$ cat src/rtl/wb_arbiter_pkg.sv
// wb_arbiter shared definitions: FSM encodings,
// one-hot grant constants and the response bundle.
package wb_arbiter_pkg;

  localparam int unsigned DAT_WIDTH_DEF = 64;

  localparam logic [2:0] ARB_IDLE = 3'd0;
  localparam logic [2:0] ARB_G0   = 3'd1;
  localparam logic [2:0] ARB_G1   = 3'd2;
  localparam logic [2:0] ARB_REL  = 3'd3;
  localparam logic [2:0] ARB_TERR = 3'd4;

  localparam logic [1:0] GNT_NONE = 2'b00;
  localparam logic [1:0] GNT_M0   = 2'b01;
  localparam logic [1:0] GNT_M1   = 2'b10;

  typedef struct packed {
    logic ack;
    logic err;
  } wb_rsp_t;

  function automatic logic [1:0] state_gnt(
    input logic [2:0] st
  );
    logic [1:0] g;
    g = GNT_NONE;
    if (st == ARB_G0) g = GNT_M0;
    if (st == ARB_G1) g = GNT_M1;
    return g;
  endfunction

endpackage

$ cat src/rtl/wb_arbiter_if.sv
// Bundled bus of the two-master wb_arbiter.
// Signal names are from the arbiter's point of view.
interface wb_arbiter_if #(
  parameter int unsigned ADR_WIDTH = 16,
  parameter int unsigned DAT_WIDTH = 64
);

  logic [ADR_WIDTH-1:0] m0_adr_i;
  logic [ADR_WIDTH-1:0] m1_adr_i;
  logic [DAT_WIDTH-1:0] m0_dat_i;
  logic [DAT_WIDTH-1:0] m1_dat_i;
  logic                 m0_we_i;
  logic                 m1_we_i;
  logic                 m0_stb_i;
  logic                 m1_stb_i;
  logic [DAT_WIDTH-1:0] m0_dat_o;
  logic [DAT_WIDTH-1:0] m1_dat_o;
  logic                 m0_ack_o;
  logic                 m1_ack_o;
  logic                 m0_err_o;
  logic                 m1_err_o;

  logic [ADR_WIDTH-1:0] s_adr_o;
  logic [DAT_WIDTH-1:0] s_dat_o;
  logic                 s_we_o;
  logic                 s_stb_o;
  logic [DAT_WIDTH-1:0] s_dat_i;
  logic                 s_ack_i;
  logic                 s_err_i;

  logic [1:0]           gnt_o;

  modport slave (
    input  m0_adr_i, m1_adr_i,
    input  m0_dat_i, m1_dat_i,
    input  m0_we_i,  m1_we_i,
    input  m0_stb_i, m1_stb_i,
    output m0_dat_o, m1_dat_o,
    output m0_ack_o, m1_ack_o,
    output m0_err_o, m1_err_o,
    output s_adr_o,  s_dat_o,
    output s_we_o,   s_stb_o,
    input  s_dat_i,  s_ack_i,
    input  s_err_i,
    output gnt_o
  );

  modport master (
    output m0_adr_i, m1_adr_i,
    output m0_dat_i, m1_dat_i,
    output m0_we_i,  m1_we_i,
    output m0_stb_i, m1_stb_i,
    input  m0_dat_o, m1_dat_o,
    input  m0_ack_o, m1_ack_o,
    input  m0_err_o, m1_err_o,
    input  s_adr_o,  s_dat_o,
    input  s_we_o,   s_stb_o,
    output s_dat_i,  s_ack_i,
    output s_err_i,
    input  gnt_o
  );

endinterface

$ cat src/rtl/wb_arb_rr2.sv
// Two-way round-robin pick: on a tie the master
// that did not win last time gets the one-hot grant.
module wb_arb_rr2
  import wb_arbiter_pkg::*;
(
  input  logic [1:0] req_i,
  input  logic       last_i,
  output logic [1:0] gnt_o
);

  always_comb begin
    gnt_o = GNT_NONE;
    unique case (1'b1)
      (req_i == 2'b11): gnt_o = last_i ? GNT_M0 : GNT_M1;
      (req_i == 2'b01): gnt_o = GNT_M0;
      (req_i == 2'b10): gnt_o = GNT_M1;
      default:          gnt_o = GNT_NONE;
    endcase
  end

endmodule

$ cat src/rtl/wb_arbiter.sv
// Two-master Wishbone classic arbiter, round-robin, one idle cycle per grant.
// Optional slave-hang timeout enabled by defining WB_ARB_TIMEOUT_EN.
module wb_arbiter
  import wb_arbiter_pkg::*;
#(
  parameter int unsigned ADR_WIDTH = 16,
  parameter int unsigned DAT_WIDTH = DAT_WIDTH_DEF,
  parameter int unsigned TIMEOUT   = 64
) (
  input  logic       clk_i,
  input  logic       rst_i,
  wb_arbiter_if.slave bus
);

  logic [2:0] state_q, state_d;
  logic       last_q,  last_d;
  logic [1:0] pick;
  logic       granted;
  logic       own_stb;
  logic       to_hit;
  wb_rsp_t    rsp;

  logic [ADR_WIDTH-1:0] adr_mux;
  logic [DAT_WIDTH-1:0] dat_mux;
  logic                 we_mux;

  wb_arb_rr2 u_rr (
    .req_i  ({bus.m1_stb_i, bus.m0_stb_i}),
    .last_i (last_q),
    .gnt_o  (pick)
  );

  assign granted = (state_q == ARB_G0) ||
                   (state_q == ARB_G1);

  // last_q names the owner while a grant or TERR is active
  assign own_stb = last_q ? bus.m1_stb_i
                          : bus.m0_stb_i;

`ifdef WB_ARB_TIMEOUT_EN
  localparam int unsigned CW = $clog2(TIMEOUT + 1);

  logic [CW-1:0] cnt_q, cnt_d;

  assign to_hit = granted &&
                  (cnt_q == CW'(TIMEOUT));

  always_comb begin
    cnt_d = cnt_q;
    if (state_q == ARB_IDLE) begin
      cnt_d = '0;
    end else if (granted) begin
      if (bus.s_ack_i || bus.s_err_i)
        cnt_d = '0;
      else if (!to_hit)
        cnt_d = cnt_q + 1'b1;
    end
  end

  always_ff @(posedge clk_i or posedge rst_i) begin
    if (rst_i) cnt_q <= '0;
    else       cnt_q <= cnt_d;
  end
`else
  logic unused_timeout;

  assign to_hit         = 1'b0;
  assign unused_timeout = (TIMEOUT == 0);
`endif

  always_comb begin
    state_d = state_q;
    last_d  = last_q;
    case (state_q)
      ARB_IDLE: begin
        if (pick == GNT_M0) begin
          state_d = ARB_G0;
          last_d  = 1'b0;
        end else if (pick == GNT_M1) begin
          state_d = ARB_G1;
          last_d  = 1'b1;
        end
      end
      ARB_G0, ARB_G1: begin
        if (!own_stb)
          state_d = ARB_REL;
        else if (to_hit)
          state_d = ARB_TERR;
      end
      ARB_TERR: begin
        if (!own_stb) state_d = ARB_REL;
      end
      ARB_REL:  state_d = ARB_IDLE;
      default:  state_d = ARB_IDLE;
    endcase
  end

  always_ff @(posedge clk_i or posedge rst_i) begin
    if (rst_i) begin
      state_q <= ARB_IDLE;
      last_q  <= 1'b1;
    end else begin
      state_q <= state_d;
      last_q  <= last_d;
    end
  end

  always_comb begin
    adr_mux = last_q ? bus.m1_adr_i
                     : bus.m0_adr_i;
    dat_mux = last_q ? bus.m1_dat_i
                     : bus.m0_dat_i;
    we_mux  = last_q ? bus.m1_we_i
                     : bus.m0_we_i;
  end

  assign bus.s_adr_o = granted ? adr_mux : '0;
  assign bus.s_dat_o = granted ? dat_mux : '0;
  assign bus.s_we_o  = granted && we_mux;
  assign bus.s_stb_o = granted && own_stb &&
                       !to_hit;

  // responses outside a grant never reach a master
  always_comb begin
    rsp.ack = granted && !to_hit &&
              bus.s_ack_i;
    rsp.err = (granted &&
               (to_hit || bus.s_err_i)) ||
              (state_q == ARB_TERR);
  end

  assign bus.m0_ack_o = rsp.ack && !last_q;
  assign bus.m1_ack_o = rsp.ack &&  last_q;
  assign bus.m0_err_o = rsp.err && !last_q;
  assign bus.m1_err_o = rsp.err &&  last_q;

  assign bus.m0_dat_o = bus.s_dat_i;
  assign bus.m1_dat_o = bus.s_dat_i;

  assign bus.gnt_o = state_gnt(state_q);

endmodule

$ cat src/flat_wrapper.sv
// flat-port wrapper written by rule: the top's interface ports become plain ports
module wb_arbiter_flat import wb_arbiter_pkg::*;
#(
  parameter int unsigned ADR_WIDTH = 16,
  parameter int unsigned DAT_WIDTH = DAT_WIDTH_DEF,
  parameter int unsigned TIMEOUT   = 64
)
  (clk_i, rst_i, bus_m0_adr_i, bus_m1_adr_i, bus_m0_dat_i, bus_m1_dat_i, bus_m0_we_i, bus_m1_we_i, bus_m0_stb_i, bus_m1_stb_i, bus_m0_dat_o, bus_m1_dat_o, bus_m0_ack_o, bus_m1_ack_o, bus_m0_err_o, bus_m1_err_o, bus_s_adr_o, bus_s_dat_o, bus_s_we_o, bus_s_stb_o, bus_s_dat_i, bus_s_ack_i, bus_s_err_i, bus_gnt_o);
  wb_arbiter_if #(.ADR_WIDTH(ADR_WIDTH), .DAT_WIDTH(DAT_WIDTH)) bus_i ();
  input  logic clk_i;
  input  logic rst_i;
  input wire logic [$bits(bus_i.m0_adr_i)-1:0] bus_m0_adr_i;
  input wire logic [$bits(bus_i.m1_adr_i)-1:0] bus_m1_adr_i;
  input wire logic [$bits(bus_i.m0_dat_i)-1:0] bus_m0_dat_i;
  input wire logic [$bits(bus_i.m1_dat_i)-1:0] bus_m1_dat_i;
  input wire logic [$bits(bus_i.m0_we_i)-1:0] bus_m0_we_i;
  input wire logic [$bits(bus_i.m1_we_i)-1:0] bus_m1_we_i;
  input wire logic [$bits(bus_i.m0_stb_i)-1:0] bus_m0_stb_i;
  input wire logic [$bits(bus_i.m1_stb_i)-1:0] bus_m1_stb_i;
  output wire logic [$bits(bus_i.m0_dat_o)-1:0] bus_m0_dat_o;
  output wire logic [$bits(bus_i.m1_dat_o)-1:0] bus_m1_dat_o;
  output wire logic [$bits(bus_i.m0_ack_o)-1:0] bus_m0_ack_o;
  output wire logic [$bits(bus_i.m1_ack_o)-1:0] bus_m1_ack_o;
  output wire logic [$bits(bus_i.m0_err_o)-1:0] bus_m0_err_o;
  output wire logic [$bits(bus_i.m1_err_o)-1:0] bus_m1_err_o;
  output wire logic [$bits(bus_i.s_adr_o)-1:0] bus_s_adr_o;
  output wire logic [$bits(bus_i.s_dat_o)-1:0] bus_s_dat_o;
  output wire logic [$bits(bus_i.s_we_o)-1:0] bus_s_we_o;
  output wire logic [$bits(bus_i.s_stb_o)-1:0] bus_s_stb_o;
  input wire logic [$bits(bus_i.s_dat_i)-1:0] bus_s_dat_i;
  input wire logic [$bits(bus_i.s_ack_i)-1:0] bus_s_ack_i;
  input wire logic [$bits(bus_i.s_err_i)-1:0] bus_s_err_i;
  output wire logic [$bits(bus_i.gnt_o)-1:0] bus_gnt_o;
  assign bus_i.m0_adr_i = bus_m0_adr_i;
  assign bus_i.m1_adr_i = bus_m1_adr_i;
  assign bus_i.m0_dat_i = bus_m0_dat_i;
  assign bus_i.m1_dat_i = bus_m1_dat_i;
  assign bus_i.m0_we_i = bus_m0_we_i;
  assign bus_i.m1_we_i = bus_m1_we_i;
  assign bus_i.m0_stb_i = bus_m0_stb_i;
  assign bus_i.m1_stb_i = bus_m1_stb_i;
  assign bus_m0_dat_o = bus_i.m0_dat_o;
  assign bus_m1_dat_o = bus_i.m1_dat_o;
  assign bus_m0_ack_o = bus_i.m0_ack_o;
  assign bus_m1_ack_o = bus_i.m1_ack_o;
  assign bus_m0_err_o = bus_i.m0_err_o;
  assign bus_m1_err_o = bus_i.m1_err_o;
  assign bus_s_adr_o = bus_i.s_adr_o;
  assign bus_s_dat_o = bus_i.s_dat_o;
  assign bus_s_we_o = bus_i.s_we_o;
  assign bus_s_stb_o = bus_i.s_stb_o;
  assign bus_i.s_dat_i = bus_s_dat_i;
  assign bus_i.s_ack_i = bus_s_ack_i;
  assign bus_i.s_err_i = bus_s_err_i;
  assign bus_gnt_o = bus_i.gnt_o;
  wb_arbiter #(.ADR_WIDTH(ADR_WIDTH), .DAT_WIDTH(DAT_WIDTH), .TIMEOUT(TIMEOUT)) u_core (.clk_i(clk_i), .rst_i(rst_i), .bus(bus_i));
endmodule
$ cat config.mk
export PLATFORM = sky130hd
export DESIGN_NAME = wb_arbiter_flat
export DESIGN_NICKNAME = d
export VERILOG_FILES = /design/src/rtl/wb_arbiter_pkg.sv /design/src/rtl/wb_arbiter_if.sv /design/src/rtl/wb_arb_rr2.sv /design/src/rtl/wb_arbiter.sv /design/src/flat_wrapper.sv
export SDC_FILE = /design/constraint.sdc
export NUM_CORES = 1
export LEC_CHECK = 0
export CAP_MARGIN = 10
export CORE_AREA = 2 2 173 175
export CTS_CLUSTER_SIZE = 16
export DETAILED_ROUTE_END_ITERATION = 8
export DIE_AREA = 0 0 175 177
export DONT_BUFFER_PORTS = 1
export GPL_ROUTABILITY_DRIVEN = 0
export PLACE_DENSITY = 0.3
export SKIP_CTS_REPAIR_TIMING = 1
export SYNTH_ARGS = -nofsm -noshare
export SYNTH_HDL_FRONTEND = slang
export SYNTH_SLANG_ARGS = --single-unit
$ cat constraint.sdc
create_clock -name clk_i -period 5.6 [get_ports clk_i]
set_input_delay 0.56 -clock clk_i [delete_from_list [all_inputs] [get_ports clk_i]]
set_output_delay 0.56 -clock clk_i [all_outputs]
set_load 0.03 [all_outputs]
==> reports/qor.yml, run 1 <==
floorplanning:
  die_area_um2: 31000
  fp.dieH_um: 177
  start_util: 0.0852
  die_w_um: 175
  pin_count: 448
  rows: 63
  core_area_um2: 29200
cts:
  cts.sinks: 3
  numCtsBuffers: 3
  clock_latency_ps: 220
  cts_htree_levels: 1
  clk_pin_slew_ps: 30
  cts_root_buf: "clkbuf_16"
  cts.path.max_buffers: 2
  cts_tree: "done"
power_and_ir_drop:
  p_comb_frac: 0.875
  powerDensity_nw_per_um2: 944
  netSwitchingFraction: 0.756
  switchingPower_uw: 1440
  ir_drop_mv: 0.158
  power.leakage_uw: 0.000843
  power_frac_seq: 0.065
  p_int_uw: 464
  pwr-share-clk: 0.060
sta:
  clock_skew_ps: 1.14
  fin_crit_sh: 0.573
  setup_viol: 0
  finalMaxSlewViolations: 0
  holdWs_ps: 91.5
  fmax_mhz: 312
  slew-limit-headroom: 0.523
  rsz0062_at_grt: "false"
  tns_ps: 0
  finalHoldViolCount: 0
  tightestPinTransition_ps: 715
  period_needed_ps: 3210
critical_path:
  crit_fanout: 44
  crit_path_end_kind: "output pin"
  rrSetupSlack_ps: 2850
  cp.required_ps: 5040
  crit_path_start_kind: "register"
  r2r-end: "u_core.state_q[1]"
  cp-endpoint: "bus_s_dat_o[37]"
  arrival_ps: 2650
  r2r_start: "u_core.state_q[0]"
  rr_worst_depth: 6
  worstSetupPathType: "reg -> out"
  cp-startpoint: "u_core.last_q"
layout:
  regArea_um2: 80.1
  fillers: 3422
  final_cell_count_no_fill: 594
  fin_util: 0.0688
  drive_gt1_frac: 0.0343
  nets: 444
  areaGrowthSynthToFinish_pct: -19.2
  final_cell_mix: "mux2i_1 (83), nor2_1 (83), ha_1 (7)"
  multiInputGateArea_um2: 1330
  diodes: 0
grt:
  grt_max_degree: 47
  antenna_found_initial: 0
  grtUsageMet2: 0.0825
  grt_pass1_wl_um: 10000
  grt_pass1_vias: 1555
  grt.met1_usage: 0.0421
  overflow: 0
  grt_busiest_layer: "met2"
  groute.usage.overall: 0.0445
  grt_use_met3: 0.0150
flow_run:
  maxCapViolations: 0
route:
  drc: 0
  vias_per_cell: 2.75
  dr_total_vias: 1632
  firstDrtPassIters: 4
  drt_iter0_drc: 36
  wirelength_um: 8130
  antenna_left: 0
  routedWlPerCell_um: 13.7
synthesis:
  syn-cell-area_um2: 2490
  synthDistinctLibCells: 18
  yosys_register_bits: 3
  synth_nets: 584
  yosys_warnings: 0
  seq_area_frac_synth: 0.0306
  postSynthAreaPerCell_um2: 7.22
  syn_inst: 345
worst_hold_path:
  hold_class: "in -> async"
placed_design:
  io_buffers: 0
  hpwlAfterDp_um: 6830
  dp_cells: 590
status:
  status: "finished, final reports clean"
==> flip-flops by register name, indices dropped and copies added, names as in the netlist <==
name and cells:
u_core.state_q 2, u_core.last_q 1
==> layout make-up <==
type / count / share of cell area
Tap cell: 390 / 0.242
Inverter: 7 / 0.0131
Multi-Input combinational cell: 188 / 0.658
Clock buffer: 4 / 0.0392
Timing Repair Buffer: 2 / 0.00746
Sequential cell: 3 / 0.0398
==> cell usage after synthesis <==
cell      number  area (µm²)
buf_4        133         998
mux2i_1       83         831
nor2_1        83         312
buf_2         10        50.1
ha_1           7        87.6
inv_1          7        26.3
and3_1         4        25.0
clkbuf_1       4        15.0
nand2_1        3        11.3
dfrtp_1        2        50.1
nand2b_1       2        12.5
a21boi_0       1        7.51
a21oi_1        1        5.00
dfstp_2        1        26.3
mux2_1         1        11.3
o21ai_0        1        5.00
o22a_1         1        8.76
o32ai_1        1        8.76
==> worst max-delay path, stage by stage (launching register included) <==
cell     delay (ps)
dfstp_4         990
buf_4           690
mux2i_1         200
nor2_1          500
==> how the worst min path moves through the flow <==
stage,from,end,slack [ps]
2_1_floorplan,rst_i,u_core.state_q[0],310
3_3_place_gp,rst_i,u_core.state_q[1],330
3_5_place_dp,rst_i,u_core.state_q[1],330
4_1_cts,rst_i,u_core.state_q[1],90
5_1_grt,rst_i,u_core.state_q[1],90
6_report,rst_i,u_core.state_q[1],90
==> power groups by stage <==
stage	registers, µW	logic, µW	clock network, µW
3_3_place_gp	127	1680	0
3_5_place_dp	127	1680	0
6_report	124	1660	114
4_1_cts	127	1680	117
5_1_grt	135	1770	119
2_1_floorplan	42.5	1800	0
==> layer usage <==
| layer | vias to the layer above | part of all wire |
|---|---|---|
| met5 | - | 0 |
| met4 | 0 | 0.052 |
| met3 | 47 | 0.12 |
| met1 | 698 | 0.32 |
| li1 | 700 | - |
| met2 | 187 | 0.51 |
==> logic make-up after synthesis <==
kind of cell,after synthesis,synth area share
AO/OA/AOI/OAI,5,0.0141
adder cells (fa/ha/maj),7,0.0352
buffers and inverters,154,0.437
flip-flops,3,0.0306
multiplexers,84,0.338
AND/OR/NAND/NOR,92,0.145
==> per-stage QoR <==
step	area, µm²	power (µW)	worst slack, ps
6_report	2010	1900	2390
5_1_grt	2010	2030	2260
4_1_cts	2010	1930	2350
3_5_place_dp	1930	1810	2580
3_3_place_gp	1930	1810	2600
2_1_floorplan	2490	1840	3410
Power figures use the tool's default switching activity.
==> inputs of run 2 (changes only) <==
==> constraint.sdc (replaced) <==
create_clock -name clk_i -period 3 [get_ports clk_i]
set_input_delay 0.3 -clock clk_i [delete_from_list [all_inputs] [get_ports clk_i]]
set_output_delay 0.3 -clock clk_i [all_outputs]
set_load 0.03 [all_outputs]
==> reports/qor.yml, run 2 (synthesized netlist as in run 1, its figures left out) <==
layout:
  diodes: 0
  reg.largest.list: "u_core.state_q: 2 flops, u_core.last_q: 1 flops"
  drive_gt1_frac: 0.0481
  largest_reg_flops: 2
  regArea_um2: 80.1
  final_cell_count_no_fill: 598
  nets: 448
  multiInputGateArea_um2: 1330
  fillers: 3434
  fin_util: 0.0708
  final_cell_mix: "mux2i_1 (83), nor2_1 (83), ha_1 (7)"
  largest-register: "u_core.state_q"
  areaGrowthSynthToFinish_pct: -16.9
critical_path:
  crit_path_end_kind: "output pin"
  worstSetupPathType: "reg -> out"
  crit_path_start_kind: "register"
  crit_fanout: 46
  arrival_ps: 2280
  cp.required_ps: 2700
status:
  status: "finished, final reports clean"
power_and_ir_drop:
  powerDensity_nw_per_um2: 1750
  ir_drop_mv: 0.467
  finalPower_uw: 3630
  power.leakage_uw: 0.000871
floorplanning:
  die_area_um2: 31000
  pin_count: 448
  die_w_um: 175
  rows: 63
  core_area_um2: 29200
  start_util: 0.0852
  fp.dieH_um: 177
route:
  drc: 0
  antenna_left: 0
  routedWlPerCell_um: 12.9
  firstDrtPassIters: 4
  dr_total_vias: 1662
  drt_iter0_drc: 41
  wirelength_um: 7720
  vias_per_cell: 2.78
cts:
  clock_latency_ps: 220
  numCtsBuffers: 3
  cts.sinks: 3
  clk_pin_slew_ps: 30
  cts_tree: "done"
  cts_root_buf: "clkbuf_16"
  cts_htree_levels: 1
  cts.path.max_buffers: 2
grt:
  grt_pass1_vias: 1515
  groute.usage.overall: 0.0419
  antenna_found_initial: 1
  grt_pass1_wl_um: 9360
  grt_max_degree: 47
  overflow: 0
sta:
  holdWs_ps: 402
  slew-limit-headroom: 0.536
  setup_viol: 0
  tightestPinTransition_ps: 696
  period_needed_ps: 2580
  finalMaxSlewViolations: 0
  tns_ps: 0
  rsz0062_at_grt: "false"
  clock_skew_ps: 2.48
  fin_crit_sh: 0.859
  finalHoldViolCount: 0
  fmax_mhz: 388
flow_run:
  maxCapViolations: 0
placed_design:
  io_buffers: 0
  hpwlAfterDp_um: 6750
  dp_cells: 593
worst_hold_path:
  hold_class: "in -> async"
-- run 2: cell count changes in the layout (fill, tap and decap cells not counted), sizes merged --
cell | previous run | this run
buf | 2 | 5
dlygate4sd3 | 0 | 1
-- run 2: worst max-delay path, stage by stage, from the launching register on --
cell and delay (ps):
dfrtp_1 390, inv_1 80, ha_1 450, inv_2 320, buf_12 290, nor2_1 510
-- run 2: path summary, 6_finish.rpt --
| check | start | endpoint | slack (ps) | cells after the start |
|---|---|---|---|---|
| max | u_core.state_q[0] | bus_s_dat_o[10] | 420 | 5 |
| min | rst_i | u_core.state_q[1] | 400 | 2 |
| max reg2reg | u_core.state_q[0] | u_core.state_q[0] | 620 | 6 |
| min reg2reg | u_core.state_q[0] | u_core.state_q[0] | 560 | 1 |
| max in group asynchronous | rst_i | u_core.last_q | 2370 | 2 |
| min in group clk_i | bus_m1_stb_i | u_core.last_q | 430 | 3 |
-- run 2: cell type report --
class,count,area share
inverter,7,0.0127
multi-input combinational,188,0.640
timing repair buffer,6,0.0350
tap,390,0.236
sequential,3,0.0387
clock buffer,4,0.0381
-- run 2: report_power, final --
group / leakage (µW) / switching, µW / total (µW) / internal, µW
clock: 0.0000382 / 36.0 / 211 / 175
combinational: 0.000798 / 2610 / 3300 / 692
sequential: 0.0000353 / 45.8 / 121 / 75.0
total: 0.000871 / 2690 / 3630 / 943
-- run 2: metal layers --
| layer | wire [µm] | track usage |
|---|---|---|
| met1 | 2290 | 0.0359 |
| met2 | 3910 | 0.0787 |
| met3 | 1010 | 0.0159 |
| met4 | 493 | 0.0316 |
| met5 | 13 | 0 |
-- run 2: metrics by stage --
step / worst slack [ps] / area [µm²]
2_1_floorplan: 956 / 2490
3_3_place_gp: 581 / 1980
3_5_place_dp: 531 / 1980
4_1_cts: 333 / 2060
5_1_grt: 206 / 2070
6_report: 424 / 2070
